## src/rtl/mem_arbiter_pkg.sv

```systemverilog
// ============================================================================
// mem_arbiter_pkg : shared FSM encoding and access-direction constants  (rev 1.0)
// ============================================================================
`default_nettype none

package mem_arbiter_pkg;

  typedef enum logic [1:0] {
    IDLE = 2'd0,
    BUSY = 2'd1,
    DONE = 2'd2
  } state_t;

  localparam logic RW_READ  = 1'b1;
  localparam logic RW_WRITE = 1'b0;

endpackage

`default_nettype wire

```

## src/rtl/mem_arbiter_rr_pick.sv

```systemverilog
// ============================================================================
// rr_pick : two-way round-robin pick, one-hot winner from valid bits  (rev 1.0)
// ============================================================================
`default_nettype none

module rr_pick (
  input  logic [1:0] valid,
  input  logic       last,
  output logic [1:0] winner
);

  // On a tie the requester that was not served last wins.
  always_comb begin
    winner = valid;
    if (valid == 2'b11) begin
      winner = last ? 2'b01 : 2'b10;
    end
  end

endmodule

`default_nettype wire

```

## src/rtl/mem_arbiter.sv

```systemverilog
// ============================================================================
// mem_arbiter : two-requester round-robin memory arbiter with timeout  (rev 1.0)
// ============================================================================
`default_nettype none

module mem_arbiter
  import mem_arbiter_pkg::*;
#(
  parameter int DW      = 32,
  parameter int AW      = 32,
  parameter int TIMEOUT = 15
) (
  input  logic          clock,
  input  logic          reset,
  input  logic          req0_valid,
  input  logic          req0_rw,
  input  logic [AW-1:0] req0_addr,
  input  logic [DW-1:0] req0_wdata,
  output logic          req0_ready,
  output logic [DW-1:0] req0_rdata,
  input  logic          req1_valid,
  input  logic          req1_rw,
  input  logic [AW-1:0] req1_addr,
  input  logic [DW-1:0] req1_wdata,
  output logic          req1_ready,
  output logic [DW-1:0] req1_rdata,
  output logic          mem_valid,
  output logic          mem_rw,
  output logic [AW-1:0] mem_addr,
  output logic [DW-1:0] mem_wdata,
  input  logic          mem_ready,
  input  logic [DW-1:0] mem_rdata,
  output logic [1:0]    grant,
  output logic          timeout_err
);

  localparam logic [7:0] CNT_LAST = 8'(TIMEOUT - 1);

  state_t        state, state_next;
  logic [7:0]    cnt, cnt_next;
  logic          last, last_next;
  logic [1:0]    win;
  logic [1:0]    grant_next;
  logic          mem_valid_next, mem_rw_next;
  logic [AW-1:0] mem_addr_next;
  logic [DW-1:0] mem_wdata_next;
  logic          req0_ready_next, req1_ready_next;
  logic [DW-1:0] req0_rdata_next, req1_rdata_next;
  logic          timeout_next;
  logic [DW-1:0] done_rdata;

  rr_pick u_rr_pick (
    .valid  ({req1_valid, req0_valid}),
    .last   (last),
    .winner (win)
  );

  always_ff @(posedge clock) begin
    if (reset) begin
      state       <= IDLE;
      cnt         <= '0;
      last        <= 1'b1;
      grant       <= '0;
      mem_valid   <= 1'b0;
      mem_rw      <= RW_READ;
      mem_addr    <= '0;
      mem_wdata   <= '0;
      req0_ready  <= 1'b0;
      req1_ready  <= 1'b0;
      req0_rdata  <= '0;
      req1_rdata  <= '0;
      timeout_err <= 1'b0;
    end else begin
      state       <= state_next;
      cnt         <= cnt_next;
      last        <= last_next;
      grant       <= grant_next;
      mem_valid   <= mem_valid_next;
      mem_rw      <= mem_rw_next;
      mem_addr    <= mem_addr_next;
      mem_wdata   <= mem_wdata_next;
      req0_ready  <= req0_ready_next;
      req1_ready  <= req1_ready_next;
      req0_rdata  <= req0_rdata_next;
      req1_rdata  <= req1_rdata_next;
      timeout_err <= timeout_next;
    end
  end

  always_comb begin
    state_next      = state;
    cnt_next        = cnt;
    last_next       = last;
    grant_next      = grant;
    mem_valid_next  = mem_valid;
    mem_rw_next     = mem_rw;
    mem_addr_next   = mem_addr;
    mem_wdata_next  = mem_wdata;
    req0_ready_next = 1'b0;
    req1_ready_next = 1'b0;
    req0_rdata_next = req0_rdata;
    req1_rdata_next = req1_rdata;
    timeout_next    = 1'b0;
    // A timeout (no mem_ready) and any write complete with zero read data.
    done_rdata      = (mem_ready && mem_rw != RW_WRITE) ? mem_rdata : '0;

    case (state)
      IDLE: begin
        if (win != 2'b00) begin
          state_next     = BUSY;
          grant_next     = win;
          mem_valid_next = 1'b1;
          cnt_next       = '0;
          if (win[0]) begin
            mem_rw_next    = req0_rw;
            mem_addr_next  = req0_addr;
            mem_wdata_next = req0_wdata;
          end else begin
            mem_rw_next    = req1_rw;
            mem_addr_next  = req1_addr;
            mem_wdata_next = req1_wdata;
          end
        end
      end
      BUSY: begin
        if (mem_ready || cnt == CNT_LAST) begin
          state_next     = DONE;
          mem_valid_next = 1'b0;
          timeout_next   = !mem_ready;
          last_next      = grant[1];
          if (grant[1]) begin
            req1_ready_next = 1'b1;
            req1_rdata_next = done_rdata;
          end else begin
            req0_ready_next = 1'b1;
            req0_rdata_next = done_rdata;
          end
        end else begin
          cnt_next = cnt + 8'd1;
        end
      end
      DONE: begin
        state_next = IDLE;
        grant_next = '0;
      end
      default: begin
        state_next     = IDLE;
        grant_next     = '0;
        mem_valid_next = 1'b0;
      end
    endcase
  end

endmodule

`default_nettype wire
```

## config.mk

```make
export PLATFORM = sky130hd
export DESIGN_NAME = mem_arbiter
export DESIGN_NICKNAME = d
export VERILOG_FILES = /design/src/rtl/mem_arbiter_pkg.sv /design/src/rtl/mem_arbiter_rr_pick.sv /design/src/rtl/mem_arbiter.sv
export SDC_FILE = /design/constraint.sdc
export NUM_CORES = 1
export LEC_CHECK = 0
export ABC_CLOCK_PERIOD_IN_PS = 5300
export CORE_MARGIN = 1
export CORE_UTILIZATION = 40
export DETAILED_ROUTE_END_ITERATION = 16
export HOLD_SLACK_MARGIN = 0.1
export PLACE_DENSITY = 0.78
export SLEW_MARGIN = 20
export SYNTH_ARGS = -nofsm -noshare
export SYNTH_HDL_FRONTEND = slang
export SYNTH_SLANG_ARGS = --single-unit
```

## constraint.sdc

```tcl
create_clock -name clock -period 5.3 [get_ports clock]
set_input_delay 0.53 -clock clock [delete_from_list [all_inputs] [get_ports clock]]
set_output_delay 0.53 -clock clock [all_outputs]
set_load 0.02 [all_outputs]
```

# == Yosys cells after proc, flatten, opt, wreduce, memory -nomap -nowiden ==
# Cells that the tools add are included.
# totals
ff_bits,146
inputBits,167
out_inout_bits,135
wordCells,59
# op_classes
n_addsub,1
eq_ne,7
n_mux,19
bitwise,4
n_reduce_logical,15
# ops
cell,n
2-to-1 mux 32 bit,3
2-to-1 mux 8 bit,2
case mux 8 bit (2 select lines),1
AND reduction 3 bit,4
2-to-1 mux 2 bit,5
adder 8 x 1 -> 8 bit (second input constant),1
== test 8 x 4 -> 1 bit (second input constant),1
case mux 2 bit (2 select lines),2
AND reduction 2 bit,4
!= test 2 bit (second input constant),3
2-to-1 mux 1 bit,5
== test 2 bit (second input constant),2
inverter 1 bit,4
nonzero test 2 bit,2
case mux 1 bit (3 select lines),1
OR reduction 3 bit,1
== test 2 x 1 -> 1 bit (second input constant),1
logical NOT 2 bit,1
logical AND 1 bit,1
logical NOT 1 bit,1
logical OR 1 bit,1

# == Depth between registers and ports, before layout ==
# logic_depth
word_depth,5
depth_mapped,7
depth_no_buf,6

# == Hierarchy ==
# From an unflattened synthesis, not the netlist that was laid out.
# unflattened
hier_cells,531
hier_area_um2,5542.8
# modules_own_cells
mod,instances,cells_per_inst,area_per_inst_um2,seq_area_each_um2
mem_arbiter,1,528,5524.0,2922.8
rr_pick,1,3,18.8,0.0

# == Least setup slack after synthesis ==
# No wires, ideal clock.
# synth_timing
path_kind,register to register
start,reg cnt[0]
end,reg req0_rdata[0]
setup_time_ns,0.059
arrival_ns,1.656
required_ns,5.241
path_slack_ns,3.585
path_stages_with_launch,8
n_path_buf,1
period_less_slack_ns,1.715
path_cell_list,dfxtp_1 > inv_1 > ha_1 > and4b_1 > a21o_2 > a31oi_4 > buf_2 > a22o_1
# synth_via
elab_chain_cells,3
# synth_rtl
element,line,source
start: declaration,mem_arbiter.sv:40,"logic [7:0] cnt, cnt_next;"
start signal: assignment,mem_arbiter.sv:75,cnt <= cnt_next;
== test 8 x 4 -> 1 bit,mem_arbiter.sv:126,if (mem_ready || cnt == CNT_LAST) begin
logical OR 1 bit,mem_arbiter.sv:126,
AND reduction 3 bit (no source line),--,
end signal: assignment,mem_arbiter.sv:84,req0_rdata <= req0_rdata_next;
end: declaration,mem_arbiter.sv:20,"output logic [DW-1:0] req0_rdata,"
# Every way passes these cells.
# A chain may end at the register's enable or synchronous reset.

# == Worst setup path after layout ==
# layout_timing
start,in req1_valid
end,reg mem_wdata[27]
# layout_via
elab_chain_cells,4
word_cells_on_any_way,5
classes_between,eq/ne (1); mux (2); reduce/logical (2)
# layout_rtl
element,line,source
start: declaration,mem_arbiter.sv:21,"input logic req1_valid,"
== test 2 bit,mem_arbiter_rr_pick.sv:15,if (valid == 2'b11) begin
2-to-1 mux 2 bit *,mem_arbiter_rr_pick.sv:15,
nonzero test 2 bit,mem_arbiter.sv:109,if (win != 2'b00) begin
AND reduction 2 bit (no source line),--,
end signal: assignment,mem_arbiter.sv:81,mem_wdata <= mem_wdata_next;
end: declaration,mem_arbiter.sv:30,"output logic [DW-1:0] mem_wdata,"
# Mark *: on every way between the ends. The rest lies on a longest branch, timed or not.

==> impl_metrics.ini <==
[global_routing]
maximum_number_of_pins_on_one_net_before_global_route_repair = 82
grt.overflow.total = 0
via_count_of_the_first_global_routing_pass = 5355
grt_use_total_pct = 25.3
grt_first_pass_wirelength_um = 28000
grt_antenna_before_repair = 1

[yosys]
synth_top_family_by_area = compound AO/OA/AOI/OAI gates
area_share_of_and_or_nand_nor_cells_after_synthesis_pct = 8.32
post_synth_top_area_share_pct = 52.2
ys_async_sr_fraction_pct = 0
post_synth.cell_area_avg_sq_um = 10.6
synth_top_cells_by_area = sky130_fd_sc_hd__dfxtp_1 (52%), sky130_fd_sc_hd__mux2i_1 (12%), sky130_fd_sc_hd__a22o_1 (10%)
synth.mux.area_fraction_pct = 12.0
edff_count_synth = 0
synth_fa_ha_area_share_pct = 0.447
xor_xnor_share_of_the_synthesized_area_pct = 0
ys.warnings.count = 0
post_synth_inst_count = 527
synth_ff_type = sky130_fd_sc_hd__dfxtp_1
post-synth-top-area-cell = sky130_fd_sc_hd__dfxtp_1
synth_compound_gate_area_share_pct = 22.7
synth.ff_latch_count = 146
seq_area_frac_synth_pct = 52.2
number_of_distinct_library_cells_after_synthesis = 42
mappedNetlistArea_sq_um = 5600
mappedNetlistNets = 696

[timing]
min_period_ns = 2.48
finalSetupTns_ns = 0
timing.final.max_slew_violations = 0
fmax_mhz = 404
relSlewSlack_pct = 30.1
unrepaired_setup_endpoints_after_global_routing = false
setup_viol = 0
hold_viol = 0
max_slew.worst_pin.slew_ns = 1.05
ratio_of_final_minimum_period_to_clock_period_pct = 46.8
fin_skew_ns = 0.00700

[power]
sw_pwr_w = 0.000816
cellLeakagePower_nw = 3.62
total_power_w = 0.00291
intPower_w = 0.00209
power.share.sequential_pct = 41.9
powerDensity_nw_per_um2 = 316
switching_share_pct = 28.0
vdd.ir_drop.worst_v = 0.000246
pwr-share-clk_pct = 37.1
comb_power_share_pct = 21.0

[floorplan]
design.portCount = 302
start_util_pct = 41.6
die-area_sq_um = 14500
fp.dieH_um = 120
die-width_um = 120
fp-row-count = 42
design.core.area_sq_um = 13500

[placement]
numPortBuffers = 301
hpwlAfterDp_um = 13100
gp_routability_congestion = 0.794

[detailed_routing]
finalWirelength_um = 18300
avgViaCountPerCell = 5.29
route.detailed.drc = 0
ant_nets = 0
routed_wire_length_per_instance_um = 18.3
detailroute.via_count = 5289
detailedRoute.firstPassIterationCount = 4
detailedRoute.firstIterationViolations = 331

[clock_tree]
clock_sinks = 146
clk_root_buffer_cell = sky130_fd_sc_hd__clkbuf_16
post_cts.resized_instances = 0
inserted_clock_buffers = 17
max-clock-path-buffers = 2
postCtsSetupBuffers = 0
clk_pin_slew_ns = 0.06
post_cts_hold_buffer_count = 0
tritoncts = built
clk_latency_ns = 0.42
cts.htree.levels = 4

[worst_setup_path]
worst_setup_path_end_kind = flip-flop
crit_path_start_kind = input port
worst-setup-path-type = in -> reg
critical_path_peak_fanout = 60
crit_arrival_ns = 2.79
worst_ep_required_time_ns = 5.61

[run_status]
outcome = finished clean

[final_layout]
mostFrequentLayoutCell = sky130_fd_sc_hd__clkdlybuf4s50_1
area.growth.synth_to_final_pct = 64.8
top_library_cells_by_usage_in_the_layout_fill_and_taps_aside = sky130_fd_sc_hd__clkdlybuf4s50_1 (300), sky130_fd_sc_hd__dfxtp_1 (146), sky130_fd_sc_hd__nor2_1 (70)
post_route_cells_drive_above_1_share_pct = 6.32
finish.net_count = 979

[min_path]
hold_class = reg -> reg

[flow_run]
max_cap_viol_count = 0
worst max-delay path: stages:
cell                              delay, ns
sky130_fd_sc_hd__clkdlybuf4s50_1       0.50
sky130_fd_sc_hd__inv_1                 0.08
sky130_fd_sc_hd__o21ai_4               0.26
sky130_fd_sc_hd__buf_4                 0.81
sky130_fd_sc_hd__mux2i_1               0.19
sky130_fd_sc_hd__a211oi_1              0.31
layer usage:
| layer | track usage [%] | share of wire, % |
|---|---|---|
| met3 | 11.1 | 11 |
| met5 | 0 | 0 |
| met1 | 26.7 | 37 |
| met2 | 43.8 | 50 |
| met4 | 10.2 | 2.1 |
final timing paths:
kind	slack (ns)	to	startpoint	depth (start not counted)
hold / removal	0.48	req1_rdata[30]$_SDFFE_PP0P_	req1_rdata[30]$_SDFFE_PP0P_	1
setup reg to reg	2.90	req0_rdata[30]$_SDFFE_PP0P_	cnt[0]$_SDFFE_PP0P_	6
setup / recovery	2.82	mem_wdata[27]$_SDFFE_PP0P_	req1_valid	6
hold reg to reg	0.48	req1_rdata[30]$_SDFFE_PP0P_	req1_rdata[30]$_SDFFE_PP0P_	1
synth_stat cells (all sizes together) (2+ instances only):
master / count
a211oi: 64
a21o: 2
a21oi: 8
a22o: 64
a311oi: 2
a31oi: 2
buf: 25
clkbuf: 18
dfxtp: 146
ha: 2
inv: 10
mux2i: 67
nand2: 9
nand3: 5
nand4: 2
nor2: 72
nor3: 5
o21a: 2
o21ai: 3
o32ai: 2
or4: 2
metrics by stage:
stage               utilization, %  setup slack [ns]  instance area [sq um]  instances  hold slack (ns)
finish                        68.6              2.82                   9220       1000            0.475
global route                  68.6              2.75                   9220       1000            0.486
CTS                           68.5              2.87                   9220        999            0.475
detailed placement            64.6              2.45                   8690        967            0.454
global placement              64.6              2.56                   8690        967            0.455
floorplan                        -              3.58                   5600        527            0.438
registers in the layout, indices dropped and copies added, names as in the netlist:
register     flops
cnt              8
grant            2
last             1
mem_addr        32
mem_rw           1
mem_valid        1
mem_wdata       32
req0_rdata      32
req0_ready       1
req1_rdata      32
req1_ready       1
state            2
timeout_err      1
kinds of logic (layout without fill, tap and decap cells):
family	Yosys count	count (layout)
buffers and inverters	53	349
and+or+nand+nor	104	104
other	0	1
DFF	146	146
adders and majority gates	2	2
AOI/OAI and AO/OA	155	155
muxes	67	67
area by class of cell:
class | count | area (sq um)
repair buffers | 307 | 3050
clock inverters | 13 | 101
diodes | 1 | 2.50
well taps | 176 | 220
multi-input cells | 328 | 2450
flip-flops and latches | 146 | 2920
inverters | 10 | 37.5
clock buffers | 19 | 433
fillers | 1027 | 4230
power by group through the flow:
stage | clock network, W | registers [W] | logic [W]
3_3_place_gp | 0 | 0.00124 | 0.000599
6_report | 0.00108 | 0.00122 | 0.000610
3_5_place_dp | 0 | 0.00124 | 0.000610
2_1_floorplan | 0 | 0.00133 | 0.000201
5_1_grt | 0.00115 | 0.00123 | 0.000651
4_1_cts | 0.00110 | 0.00122 | 0.000613
(Power assumes the default switching activity.)
